## src/rtl/fare_meter_if.sv

```systemverilog
// Bus between the fare engine and its front end / display driver.
// Clock and reset stay plain ports on the engine itself.
interface fare_meter_if #(
  parameter int PRICE_W = 20,
  parameter int DIST_W  = 20
);
  logic               launch;
  logic               wait_mode;
  logic               night;
  logic               clear;
  logic               pulse;
  logic [PRICE_W-1:0] price;
  logic [DIST_W-1:0]  distance;
  logic [1:0]         state;
  logic               sat;

  modport master (output launch, wait_mode, night, clear, pulse,
                  input  price, distance, state, sat);
  modport slave  (input  launch, wait_mode, night, clear, pulse,
                  output price, distance, state, sat);
endinterface

```

## src/rtl/fare_meter.sv

```systemverilog
// Taxi fare engine: synchronised encoder pulses, base-fare window, distance and
// waiting tariffs with night surcharge, saturating price/distance counters.
module fare_meter #(
  parameter int PRICE_W    = 20,
  parameter int DIST_W     = 20,
  parameter int WAIT_TICKS = 100_000_000,
  parameter int BASE_FARE  = 6,
  parameter int BASE_DIST  = 3,
  parameter int DIST_RATE  = 1,
  parameter int WAIT_RATE  = 2
) (
  input  logic        sys_clk,
  input  logic        sys_rst_n,
  fare_meter_if.slave bus
);
  localparam int TMR_W = $clog2(WAIT_TICKS);

  typedef logic [PRICE_W-1:0] price_t;
  typedef logic [PRICE_W:0]   psum_t;
  typedef logic [DIST_W:0]    dsum_t;
  typedef logic [TMR_W-1:0]   tmr_t;
  typedef enum logic [1:0] {IDLE = 2'd0, RUN = 2'd1, WAIT = 2'd2, START = 2'd3} state_t;

  state_t            r_state, w_state_nx;
  logic              r_p1, r_p2, r_p3, r_launch_d, r_live;
  price_t            r_price, w_price_nx;
  logic [DIST_W-1:0] r_dist, w_dist_nx;
  logic              r_sat, w_sat_nx;
  tmr_t              r_timer, w_timer_nx;

  logic  w_pulse_edge, w_launch_rise;
  psum_t w_inc_d, w_inc_w, w_sum_d, w_sum_w;
  dsum_t w_dist_inc;

  // r_live blocks a launch that is already high when reset releases:
  // a trip only starts on a rising edge seen after reset.
  always_ff @(posedge sys_clk or negedge sys_rst_n) begin
    if (!sys_rst_n) begin
      r_p1       <= 1'b0;
      r_p2       <= 1'b0;
      r_p3       <= 1'b0;
      r_launch_d <= 1'b0;
      r_live     <= 1'b0;
    end else begin
      r_p1       <= bus.pulse;
      r_p2       <= r_p1;
      r_p3       <= r_p2;
      r_launch_d <= bus.launch;
      r_live     <= 1'b1;
    end
  end

  assign w_pulse_edge  = r_p2 & ~r_p3;
  assign w_launch_rise = r_live & bus.launch & ~r_launch_d;

  assign w_inc_d    = bus.night ? psum_t'(DIST_RATE + (DIST_RATE >> 1)) : psum_t'(DIST_RATE);
  assign w_inc_w    = bus.night ? psum_t'(WAIT_RATE + (WAIT_RATE >> 1)) : psum_t'(WAIT_RATE);
  assign w_sum_d    = psum_t'(r_price) + w_inc_d;
  assign w_sum_w    = psum_t'(r_price) + w_inc_w;
  assign w_dist_inc = dsum_t'(r_dist) + dsum_t'(1);

  always_ff @(posedge sys_clk or negedge sys_rst_n) begin
    if (!sys_rst_n) begin
      r_state <= IDLE;
      r_price <= '0;
      r_dist  <= '0;
      r_sat   <= 1'b0;
      r_timer <= '0;
    end else begin
      r_state <= w_state_nx;
      r_price <= w_price_nx;
      r_dist  <= w_dist_nx;
      r_sat   <= w_sat_nx;
      r_timer <= w_timer_nx;
    end
  end

  always_comb begin
    w_state_nx = r_state;
    w_price_nx = r_price;
    w_dist_nx  = r_dist;
    w_sat_nx   = r_sat;
    w_timer_nx = r_timer;
    case (r_state)
      IDLE: begin
        if (w_launch_rise) begin
          w_state_nx = START;
        end else if (bus.clear) begin
          w_price_nx = '0;
          w_dist_nx  = '0;
          w_sat_nx   = 1'b0;
        end
      end
      START: begin
        w_price_nx = price_t'(BASE_FARE);
        w_dist_nx  = '0;
        w_sat_nx   = 1'b0;
        w_timer_nx = '0;
        if (!bus.launch)        w_state_nx = IDLE;
        else if (bus.wait_mode) w_state_nx = WAIT;
        else                    w_state_nx = RUN;
      end
      RUN: begin
        if (w_pulse_edge) begin
          if (&r_dist) begin
            w_sat_nx = 1'b1;
          end else begin
            w_dist_nx = w_dist_inc[DIST_W-1:0];
            if (w_dist_inc > dsum_t'(BASE_DIST)) begin
              if (w_sum_d[PRICE_W]) begin
                w_price_nx = '1;
                w_sat_nx   = 1'b1;
              end else begin
                w_price_nx = w_sum_d[PRICE_W-1:0];
              end
            end
          end
        end
        if (!bus.launch)        w_state_nx = IDLE;
        else if (bus.wait_mode) w_state_nx = WAIT;
      end
      WAIT: begin
        if (r_timer == tmr_t'(WAIT_TICKS - 1)) begin
          w_timer_nx = '0;
          if (w_sum_w[PRICE_W]) begin
            w_price_nx = '1;
            w_sat_nx   = 1'b1;
          end else begin
            w_price_nx = w_sum_w[PRICE_W-1:0];
          end
        end else begin
          w_timer_nx = r_timer + tmr_t'(1);
        end
        // partial interval is dropped on exit
        if (!bus.launch || !bus.wait_mode) begin
          w_timer_nx = '0;
          w_state_nx = bus.launch ? RUN : IDLE;
        end
      end
      default: w_state_nx = IDLE;
    endcase
  end

  assign bus.price    = r_price;
  assign bus.distance = r_dist;
  assign bus.state    = r_state;
  assign bus.sat      = r_sat;
endmodule

```

## src/flat_wrapper.sv

```systemverilog
// flat-port wrapper written by rule: the top's interface ports become plain ports
module fare_meter_flat 
#(
  parameter int PRICE_W    = 20,
  parameter int DIST_W     = 20,
  parameter int WAIT_TICKS = 100_000_000,
  parameter int BASE_FARE  = 6,
  parameter int BASE_DIST  = 3,
  parameter int DIST_RATE  = 1,
  parameter int WAIT_RATE  = 2
)
  (sys_clk, sys_rst_n, bus_launch, bus_wait_mode, bus_night, bus_clear, bus_pulse, bus_price, bus_distance, bus_state, bus_sat);
  fare_meter_if #(.PRICE_W(PRICE_W), .DIST_W(DIST_W)) bus_i ();
  input  logic sys_clk;
  input  logic sys_rst_n;
  input wire logic [$bits(bus_i.launch)-1:0] bus_launch;
  input wire logic [$bits(bus_i.wait_mode)-1:0] bus_wait_mode;
  input wire logic [$bits(bus_i.night)-1:0] bus_night;
  input wire logic [$bits(bus_i.clear)-1:0] bus_clear;
  input wire logic [$bits(bus_i.pulse)-1:0] bus_pulse;
  output wire logic [$bits(bus_i.price)-1:0] bus_price;
  output wire logic [$bits(bus_i.distance)-1:0] bus_distance;
  output wire logic [$bits(bus_i.state)-1:0] bus_state;
  output wire logic [$bits(bus_i.sat)-1:0] bus_sat;
  assign bus_i.launch = bus_launch;
  assign bus_i.wait_mode = bus_wait_mode;
  assign bus_i.night = bus_night;
  assign bus_i.clear = bus_clear;
  assign bus_i.pulse = bus_pulse;
  assign bus_price = bus_i.price;
  assign bus_distance = bus_i.distance;
  assign bus_state = bus_i.state;
  assign bus_sat = bus_i.sat;
  fare_meter #(.PRICE_W(PRICE_W), .DIST_W(DIST_W), .WAIT_TICKS(WAIT_TICKS), .BASE_FARE(BASE_FARE), .BASE_DIST(BASE_DIST), .DIST_RATE(DIST_RATE), .WAIT_RATE(WAIT_RATE)) u_core (.sys_clk(sys_clk), .sys_rst_n(sys_rst_n), .bus(bus_i));
endmodule
```

## config.mk

```make
export PLATFORM = sky130hd
export DESIGN_NAME = fare_meter_flat
export DESIGN_NICKNAME = d
export VERILOG_FILES = /design/src/rtl/fare_meter_if.sv /design/src/rtl/fare_meter.sv /design/src/flat_wrapper.sv
export SDC_FILE = /design/constraint.sdc
export NUM_CORES = 1
export LEC_CHECK = 0
export CAP_MARGIN = 30
export CORE_AREA = 2 2 100 102
export DETAILED_ROUTE_END_ITERATION = 6
export DIE_AREA = 0 0 102 104
export GPL_TIMING_DRIVEN = 0
export PLACE_DENSITY = 0.87
export SKIP_CTS_REPAIR_TIMING = 1
export SLEW_MARGIN = 25
export SYNTH_ARGS = -nofsm -noshare
export SYNTH_HDL_FRONTEND = slang
export SYNTH_SLANG_ARGS = --single-unit
```

## constraint.sdc

```tcl
create_clock -name sys_clk -period 8.9 [get_ports sys_clk]
set_input_delay 2.67 -clock sys_clk [delete_from_list [all_inputs] [get_ports sys_clk]]
set_output_delay 2.67 -clock sys_clk [all_outputs]
set_load 0.01 [all_outputs]
```

* Yosys cells after proc, flatten, opt, wreduce, memory -nomap -nowiden
Index checks and enable logic that the tools add are counted.
** Cells by class
- Shift operators :: 0
- Multiply operators :: 0
- Bitwise gates (word level) :: 5
- Mux-type cells :: 33
- Div/mod/pow operators :: 0
- Reductions and logical operators :: 11
- Magnitude comparators :: 1
- Add/subtract/negate cells :: 4
- Equality and inequality tests :: 16
** Operators by type and width (number)
- $mux W20 :: 10
- $pmux W20 S4 :: 1
- $pmux W20 S3 :: 1
- $mux W27 :: 2
- $pmux W27 S2 :: 1
- $add A20 B1 Y21 const B :: 2
- $add A27 B1 Y27 const B :: 1
- $eq A27 B27 Y1 const B :: 1
- $add A20 B21 Y21 :: 1
- $gt A21 B2 Y1 const B :: 1
- $reduce_and A20 Y1 :: 1
- $mux W2 :: 6
- $ne A2 B1 Y1 const B :: 6
- $mux W1 :: 10
- $pmux W2 S4 :: 1
- $reduce_and A7 Y1 :: 1
- $ne A2 B2 Y1 const B :: 3
- $ne A3 B1 Y1 const B :: 2
- $reduce_and A6 Y1 :: 1
- $reduce_and A5 Y1 :: 1
- $eq A2 B2 Y1 const B :: 2
- $pmux W1 S4 :: 1
- $and A1 B1 Y1 :: 3
- $ne A3 B3 Y1 const B :: 1
- other kinds (8) :: 10
** Word-level totals
- Flip-flop bits (word level) :: 75
- ROM bits :: 0
- Word-level logic and storage cells :: 80
- Memories kept :: 0
- RAM bits :: 0
- Bits in latches :: 0

* Logic depth before layout (Yosys ltp)
Gate-level depths: netlist of the first run.
- Depth in word-level cells :: 6
- Mapped depth :: 11
- Gate-level depth less buffers :: 10

* Worst setup path after synthesis of the first run
No wires, ideal clock.
- Kind :: input to register
- Start :: input port bus_night
- End :: register u_core.r_sat, in the netlist u_core.bus.sat
- Library setup time :: 0.128 ns
- Buffers on the path :: 0
- Arrival time :: 4.491 ns
- Slack :: 4.281 ns
- Stages on the path :: 9
- Cells stage by stage :: ha_1 inv_1 ha_1 nand3b_1 nor4_2 nand2_1 a21oi_1 o31ai_1 mux2_1
** On the way
- Cells in the longest elaborated chain, start to end :: 4
** RTL lines
- from (decl) :: RTL line flat_wrapper.sv:18 : input wire logic [$bits(bus_i.night)-1:0] bus_night;
- $mux W1 :: RTL line fare_meter.sv:57 : assign w_inc_w = bus.night ? psum_t'(WAIT_RATE + (WAIT_RATE >> 1)) : psum_t'(WAIT_RATE);
- $add A20 B21 Y21 :: RTL line fare_meter.sv:59 : assign w_sum_w = psum_t'(r_price) + w_inc_w;
- $ne A2 B1 Y1 (no source line)
- $reduce_and A7 Y1 (no source line)
- to (signal assigned) :: RTL line fare_meter.sv:73 : r_sat <= w_sat_nx;
- to (decl) :: RTL line fare_meter.sv:28 : logic r_sat, w_sat_nx;
Every way passes these cells.
A chain may end at the register's enable or synchronous reset.

* Worst setup path after layout of the first run
- Start :: input port bus_night
- End :: register u_core.r_price[7], in the netlist u_core.bus.price[7]
** On the way
- Cells in the longest elaborated chain, start to end :: 5
** RTL lines
- $mux W1 :: RTL line fare_meter.sv:57
- $add A20 B21 Y21 :: RTL line fare_meter.sv:59
- $mux W20 :: RTL line fare_meter.sv:125 : if (w_sum_w[PRICE_W]) begin
- $mux W20 :: RTL line fare_meter.sv:123 : if (r_timer == tmr_t'(WAIT_TICKS - 1)) begin
- $pmux W20 S4 :: RTL line fare_meter.sv:84 : case (r_state)
- to (signal assigned) :: RTL line fare_meter.sv:71 : r_price <= w_price_nx;
- to (decl) :: RTL line fare_meter.sv:26 : price_t r_price, w_price_nx;
Every way passes these cells. The select of a mux whose other input is x is not followed.

==> metrics.csv, run 1 <==
stage;metric;value;unit
min_path;Min-Delay Endpoint;u_core.r_p2;
power;peak supply drop;0.1341;mV
yosys;most used flip-flop cell after synthesis;dfrtp_1;
floorplanning;Boundary Pins;50;
routing;number of detailed-route iterations in the first pass;6;
setup_path;CP Launch Type;primary input;
finish;commonest cells after routing, fill and taps aside;dfrtp_1, o21ai_0, nor2_1;
finish;fin nets;728;
global_route;largest net degree at the start of global routing;52;
floorplanning;Row Count;36;
routing;number of remaining DRC errors;0;
finish;fin util;65.55;%
global_route;vias in the first global route;5130;
timing;Final Max Tran Viols;0;
timing;fin crit share;60.57;%
finish;Filler Cell Count;797;
routing;Routed WL;14.66;mm
power;P per Cell Area;201.7;nW/um^2
yosys;Post-synth EDFFs;0;
yosys;count of cell types in the netlist;68;
floorplanning;DIE WIDTH;102;um
setup_path;R2R Setup Slk;5.37;ns
run;Max Cap Violations;0;
routing;Antenna Violating Nets Remaining;0;
routing;drt wl/cell;17.29;um
yosys;Mapped Area;5360;um^2
clocking;CTS tree;yes;
yosys;fraction of the yosys area taken by sequential cells;35.01;%
yosys;XOR/XNOR Fraction of Synth Area;6.046;%
yosys;mux cell area share after synthesis;4.132;%
placed_design;HPWL Detailed;10.40;mm
global_route;first-pass GRT wire length;24.70;mm
placed_design;RePlAce Congestion;0.9822;
yosys;largest family of logic cells by synthesized area;simple AND/OR/NAND/NOR gates;
timing;Final Skew;0.01781;ns
yosys;Synth top area share;35.01;%
status;status;finished clean;
setup_path;Data required, critical path;9.19;ns
finish;area growth from synthesis to layout;16.78;%
min_path;Hold WC Path Type;flip-flop to flip-flop;
clocking;Num CTS Buffers;9;
timing;Fin. Hold Viols;0;
timing;minimum clock period;5.391;ns
routing;via/cell ratio;6.355;
routing;Starting DRT DRC Count;466;
timing;setup violators final;0;
clocking;clk root buf;clkbuf_8;
floorplanning;initial cell density of the core;56.13;%
yosys;cell taking the most area after synthesis;dfrtp_1;
finish;register area;1877;um^2
global_route;antenna violations before repair;0;
yosys;Synth area leaders;dfrtp_1, o21ai_0, nor2_1, nand2_1, a21oi_1;
timing;Worst slew margin;50.90;%
yosys;syn_area_per_cell;8.259;um^2
power;Leakage;2.529;nW
setup_path;launching point of the worst reg2reg path;u_core.bus.distance[0];
floorplanning;core area;9549;um^2
yosys;ys async rst share;100.0;%
placed_design;area of placed instances;6042;um^2
setup_path;CP Class;primary input to flip-flop;
timing;Fmax;185.5;MHz
yosys;Synth Area in Adders;2.568;%
clocking;clk slew on worst S/H paths;0.09;ns
placed_design;port bufs;49;
setup_path;crit path DAT;5.69;ns
global_route;grt total ovfl;0;
power;Final Power;1.263;mW
floorplanning;Die Height;104;um
setup_path;Max FO, Critical Path;8;
finish;commonest non-fill, non-tap cell in the layout;dfrtp_1;
yosys;Post-Syn Instances;649;
floorplanning;Die ar.;10610;um^2
finish;multi-input logic area;3273;um^2
setup_path;worst r2r dst;u_core.bus.price[1];
timing;unrepaired setup endpoints after global routing;no;
yosys;post-synthesis compound-gate area fraction;21.34;%
global_route;gr usage total;28.59;%
min_path;hold path start;u_core.r_p1;
clocking;Clock Latency Late Sink;0.37;ns
clocking;clk sinks;75;
yosys;post-synth net total;667;
finish;post-route cell area;6260;um^2
yosys;Synth Area in Simple Gates;26.91;%
timing;setup total negative slack;0;ns
finish;diodes inserted;0;
timing;worst hold slack;0.3587;ns
setup_path;R2R cell count;10;
finish;ratio of cells with drive above 1 in the final layout;7.972;%
clocking;Max Buffers Root-to-Sink;2;
routing;vias;5389;
clocking;htree depth;3;
yosys;Yosys reg bits;75;
yosys;Synth warnings;0;
min_path;hold path cells;0;
setup_path;Worst Setup End Kind;flip-flop;
timing;Worst Max-Slew Pin Slew;0.7339;ns
## worst max-delay path, stage by stage
cell and delay [ns]:
clkdlybuf4s50_1 0.48, ha_1 0.19, inv_1 0.06, ha_1 0.21, nand3b_1 0.36, nor4_2 0.56
nand2_1 0.40, a21oi_1 0.30, or3_1 0.18, nand4_1 0.10, a2bb2oi_1 0.16
## power breakdown
part / switching [mW] / internal [mW]
Combinational: 0.355 / 0.219
Clock: 0.142 / 0.159
Sequential: 0.0261 / 0.361
Total: 0.524 / 0.739
## worst max path at each step
stage              start                    to  slack [ns]  cells past startpoint
6_report       bus_night   u_core.bus.price[7]        3.51                     11
5_1_grt        bus_night   u_core.bus.price[7]        3.31                     11
4_1_cts        bus_night        u_core.bus.sat        3.61                     10
3_5_place_dp   bus_night        u_core.bus.sat        3.23                     10
3_3_place_gp   sys_rst_n  u_core.bus.price[17]        2.49                      1
2_1_floorplan  bus_night        u_core.bus.sat        4.28                      9
## cell type report
type | instances | area share, %
Clock buffer | 10 | 2.039
Timing Repair Buffer | 50 | 8.235
Sequential cell | 75 | 29.98
Tap cell | 133 | 2.658
Inverter | 14 | 0.8395
Buffer | 34 | 2.518
Clock inverter | 6 | 1.439
Multi-Input combinational cell | 526 | 52.29
## synthesized netlist by cell type, drive strengths merged (11+ instances only)
cell / instances
inv: 13
and2: 14
nor2: 65
nand3: 35
nor4: 13
nand2: 62
buf: 13
mux2: 13
o31ai: 20
nand4: 21
o21ai: 74
nor3: 12
clkbuf: 21
a21oi: 39
xnor2: 21
and3: 18
dfrtp: 75
ha: 11
xor2: 16
## kinds of logic after synthesis
kind of cell             after synthesis
AND/OR/NAND/NOR                      278
other                                  1
buffers and inverters                 48
AO/OA/AOI/OAI                        183
adder cells (fa/ha/maj)               11
XOR/XNOR                              37
flip-flops                            75
multiplexers                          16
## per-layer routing
| metal | GRT usage, % | up-vias | share of wire (%) |
|---|---|---|---|
| li1 | - | 2499 | - |
| met4 | 12.10 | 0 | 2.2 |
| met3 | 4.839 | 39 | 8.3 |
| met5 | 0 | - | 0 |
| met2 | 45.07 | 280 | 48 |
| met1 | 38.59 | 2571 | 41 |
## sequential cells by signal, indices dropped and copies added (netlist names)
register / flops
u_core.r_p2: 1
u_core.bus.state: 2
u_core.r_live: 1
u_core.bus.price: 20
u_core.bus.distance: 20
u_core.r_timer: 27
u_core.r_p1: 1
u_core.bus.sat: 1
u_core.r_p3: 1
u_core.r_launch_d: 1
## per-stage QoR
step / worst slack (ns) / instances
after floorplan: 4.281 / 649
after global placement: 2.491 / 831
after detailed placement: 3.226 / 832
after CTS: 3.606 / 848
after global routing: 3.308 / 848
final: 3.509 / 848
Power figures use the tool's default switching activity.
==> run 2: changes to the inputs <==
CORE_AREA = 2 2 104 106   (was 2 2 100 102)
DIE_AREA = 0 0 106 108   (was 0 0 102 104)
PLACE_DENSITY = 0.84   (was 0.87)
clock period = 4.6 ns   (was 8.9 ns; I/O delays follow)
==> metrics.csv, run 2 (synthesized netlist as in run 1, its figures left out) <==
stage;metric;value;unit;change
floorplanning;Die Height;108;um;+3.8%
timing;Worst slew margin;55.20;%;+4.3 points
timing;Final WS setup;0.4816;ns;-3.027 ns
finish;commonest non-fill, non-tap cell in the layout;dfrtp_1;;
global_route;gr usage total;26.53;%;-2.1 points
power;Internal;1.432;mW;+94%
power;Psw;1.026;mW;+96%
floorplanning;initial cell density of the core;52.39;%;-3.7 points
timing;setup violators final;0;;unchanged
global_route;grt total ovfl;0;;unchanged
setup_path;Data required, critical path;4.88;ns;-4.31 ns
floorplanning;Die ar.;11450;um^2;+7.9%
clocking;htree depth;3;;unchanged
clocking;clk sinks;75;;unchanged
finish;ratio of cells with drive above 1 in the final layout;8.112;%;+0.14 points
floorplanning;Boundary Pins;50;;unchanged
setup_path;Max FO, Critical Path;8;;unchanged
routing;drt wl/cell;17.47;um;+1.1%
routing;number of remaining DRC errors;0;;unchanged
routing;vias;5324;;-1.2%
status;status;finished clean;;
finish;commonest cells after routing, fill and taps aside;dfrtp_1, o21ai_0, nor2_1;;
global_route;largest net degree at the start of global routing;50;;-3.8%
placed_design;pre-CTS setup slack;0.2271;ns;-2.999 ns
floorplanning;Row Count;37;;+2.8%
power;Reg power frac;30.6;%;about the same
power;Switching Share;41.73;%;+0.26 points
min_path;Hold WC Path Type;flip-flop to flip-flop;;
clocking;CTS tree;yes;;
routing;via/cell ratio;6.256;;-1.6%
power;peak supply drop;0.2365;mV;+76%
placed_design;HPWL Detailed;10.65;mm;+2.4%
setup_path;R2R Setup Slk;1.12;ns;-4.25 ns
placed_design;area of placed instances;6046;um^2;about the same
timing;Worst Max-Slew Pin Slew;0.6664;ns;-0.06744 ns
clocking;clk root buf;clkbuf_8;;
timing;Final Skew;0.01626;ns;-0.001549 ns
global_route;antenna violations before repair;0;;unchanged
global_route;first-pass GRT wire length;24.39;mm;-1.3%
finish;fin cells;851;;+0.35%
finish;Largest Register;u_core.r_timer;;
floorplanning;DIE WIDTH;106;um;+3.9%
clocking;Max Buffers Root-to-Sink;2;;unchanged
global_route;vias in the first global route;5032;;-1.9%
power;Comb power frac;45.2;%;-0.3 points
routing;Routed WL;14.87;mm;+1.4%
clocking;Num CTS Buffers;9;;unchanged
timing;fin crit share;89.53;%;
setup_path;CP Launch Type;primary input;;
power;Leakage;2.532;nW;+0.15%
finish;fin nets;728;;unchanged
power;Final Power;2.458;mW;+95%
placed_design;RePlAce Congestion;0.9738;;-0.86%
finish;area growth from synthesis to layout;16.95;%;
floorplanning;core area;10230;um^2;+7.1%
setup_path;CP Class;primary input to flip-flop;;
routing;Antenna Violating Nets Remaining;0;;unchanged
timing;unrepaired setup endpoints after global routing;no;;
timing;worst hold slack;0.3563;ns;-0.002353 ns
power;clock share of power;24.2;%;+0.4 points
finish;diodes inserted;0;;unchanged
routing;Starting DRT DRC Count;545;;+17%
finish;post-route cell area;6269;um^2;+0.14%
setup_path;crit path DAT;4.40;ns;-1.29 ns
clocking;Clock Latency Late Sink;0.36;ns;about the same
placed_design;port bufs;49;;unchanged
power;P per Cell Area;392.2;nW/um^2;+94%
clocking;clk slew on worst S/H paths;0.10;ns;about the same
placed_design;DP Cell Count;835;;+0.36%
timing;minimum clock period;4.118;ns;
timing;Final Max Tran Viols;0;;unchanged
timing;Fmax;242.8;MHz;
finish;max reg flops;27;;unchanged
setup_path;Worst Setup End Kind;flip-flop;;
timing;Fin. Hold Viols;0;;unchanged
routing;number of detailed-route iterations in the first pass;7;;+1
run;Max Cap Violations;0;;unchanged
## run 2: cell types whose count changed in the layout (fill, tap and decap cells not counted), sizes merged
cell    change
inv         +2
clkbuf      -1
clkinv      -1
## run 2: path summary, 6_finish.rpt
path,start,endpoint,cells past startpoint
max,bus_night,u_core.bus.price[7],11
min,u_core.r_p1,u_core.r_p2,0
max reg2reg,u_core.bus.distance[0],u_core.bus.price[16],10
min reg2reg,u_core.r_p1,u_core.r_p2,0
max in group asynchronous,sys_rst_n,u_core.bus.distance[13],2
min in group asynchronous,sys_rst_n,u_core.r_timer[22],1
## run 2: stage by stage
| stage | utilization [%] | TNS, ns |
|---|---|---|
| floorplan | - | 0 |
| global placement | 58.85 | -37.61 |
| detailed placement | 59.09 | 0 |
| CTS | 61.27 | 0 |
| global route | 61.27 | 0 |
| finish | 61.27 | 0 |
## run 2: layout make-up
class                   count  area (um^2)
plain buffers              34        157.7
multi-input cells         526         3273
clock buffers               9        123.9
repair buffers             50        515.5
inverters                  14        52.55
fillers                   893         3963
well taps                 136        170.2
flip-flops and latches     75         1877
clock inverters             7        98.84
## run 2: metal layers
metal / wire [um] / part of all wire, % / track usage (%)
met5: 0 / 0 / 0
met4: 196 / 1.3 / 8.365
met2: 7360 / 49 / 45.07
met3: 914 / 6.1 / 4.521
met1: 6397 / 43 / 34.74
## run 2: power groups by stage
stage / Clock, mW / Sequential, mW / Combinational [mW]
floorplan: 0 / 0.762 / 0.756
global placement: 0 / 0.760 / 1.06
detailed placement: 0 / 0.762 / 1.10
CTS: 0.600 / 0.749 / 1.10
global route: 0.630 / 0.757 / 1.20
finish: 0.594 / 0.752 / 1.11
## run 2: critical path, cell delays in order
cell             delay, ns
clkdlybuf4s50_1       0.48
ha_1                  0.19
inv_1                 0.05
ha_1                  0.19
nand3b_1              0.34
nor4_2                0.59
nand2_1               0.42
a21oi_1               0.31
or3_1                 0.18
nand4_1               0.10
a2bb2oi_1             0.17
==> run 3: changes to the inputs <==
SETUP_SLACK_MARGIN = 0.15   (was not set)
==> results of run 3 <==
The final DEF is identical to that of run 2; final timing and power are the same.
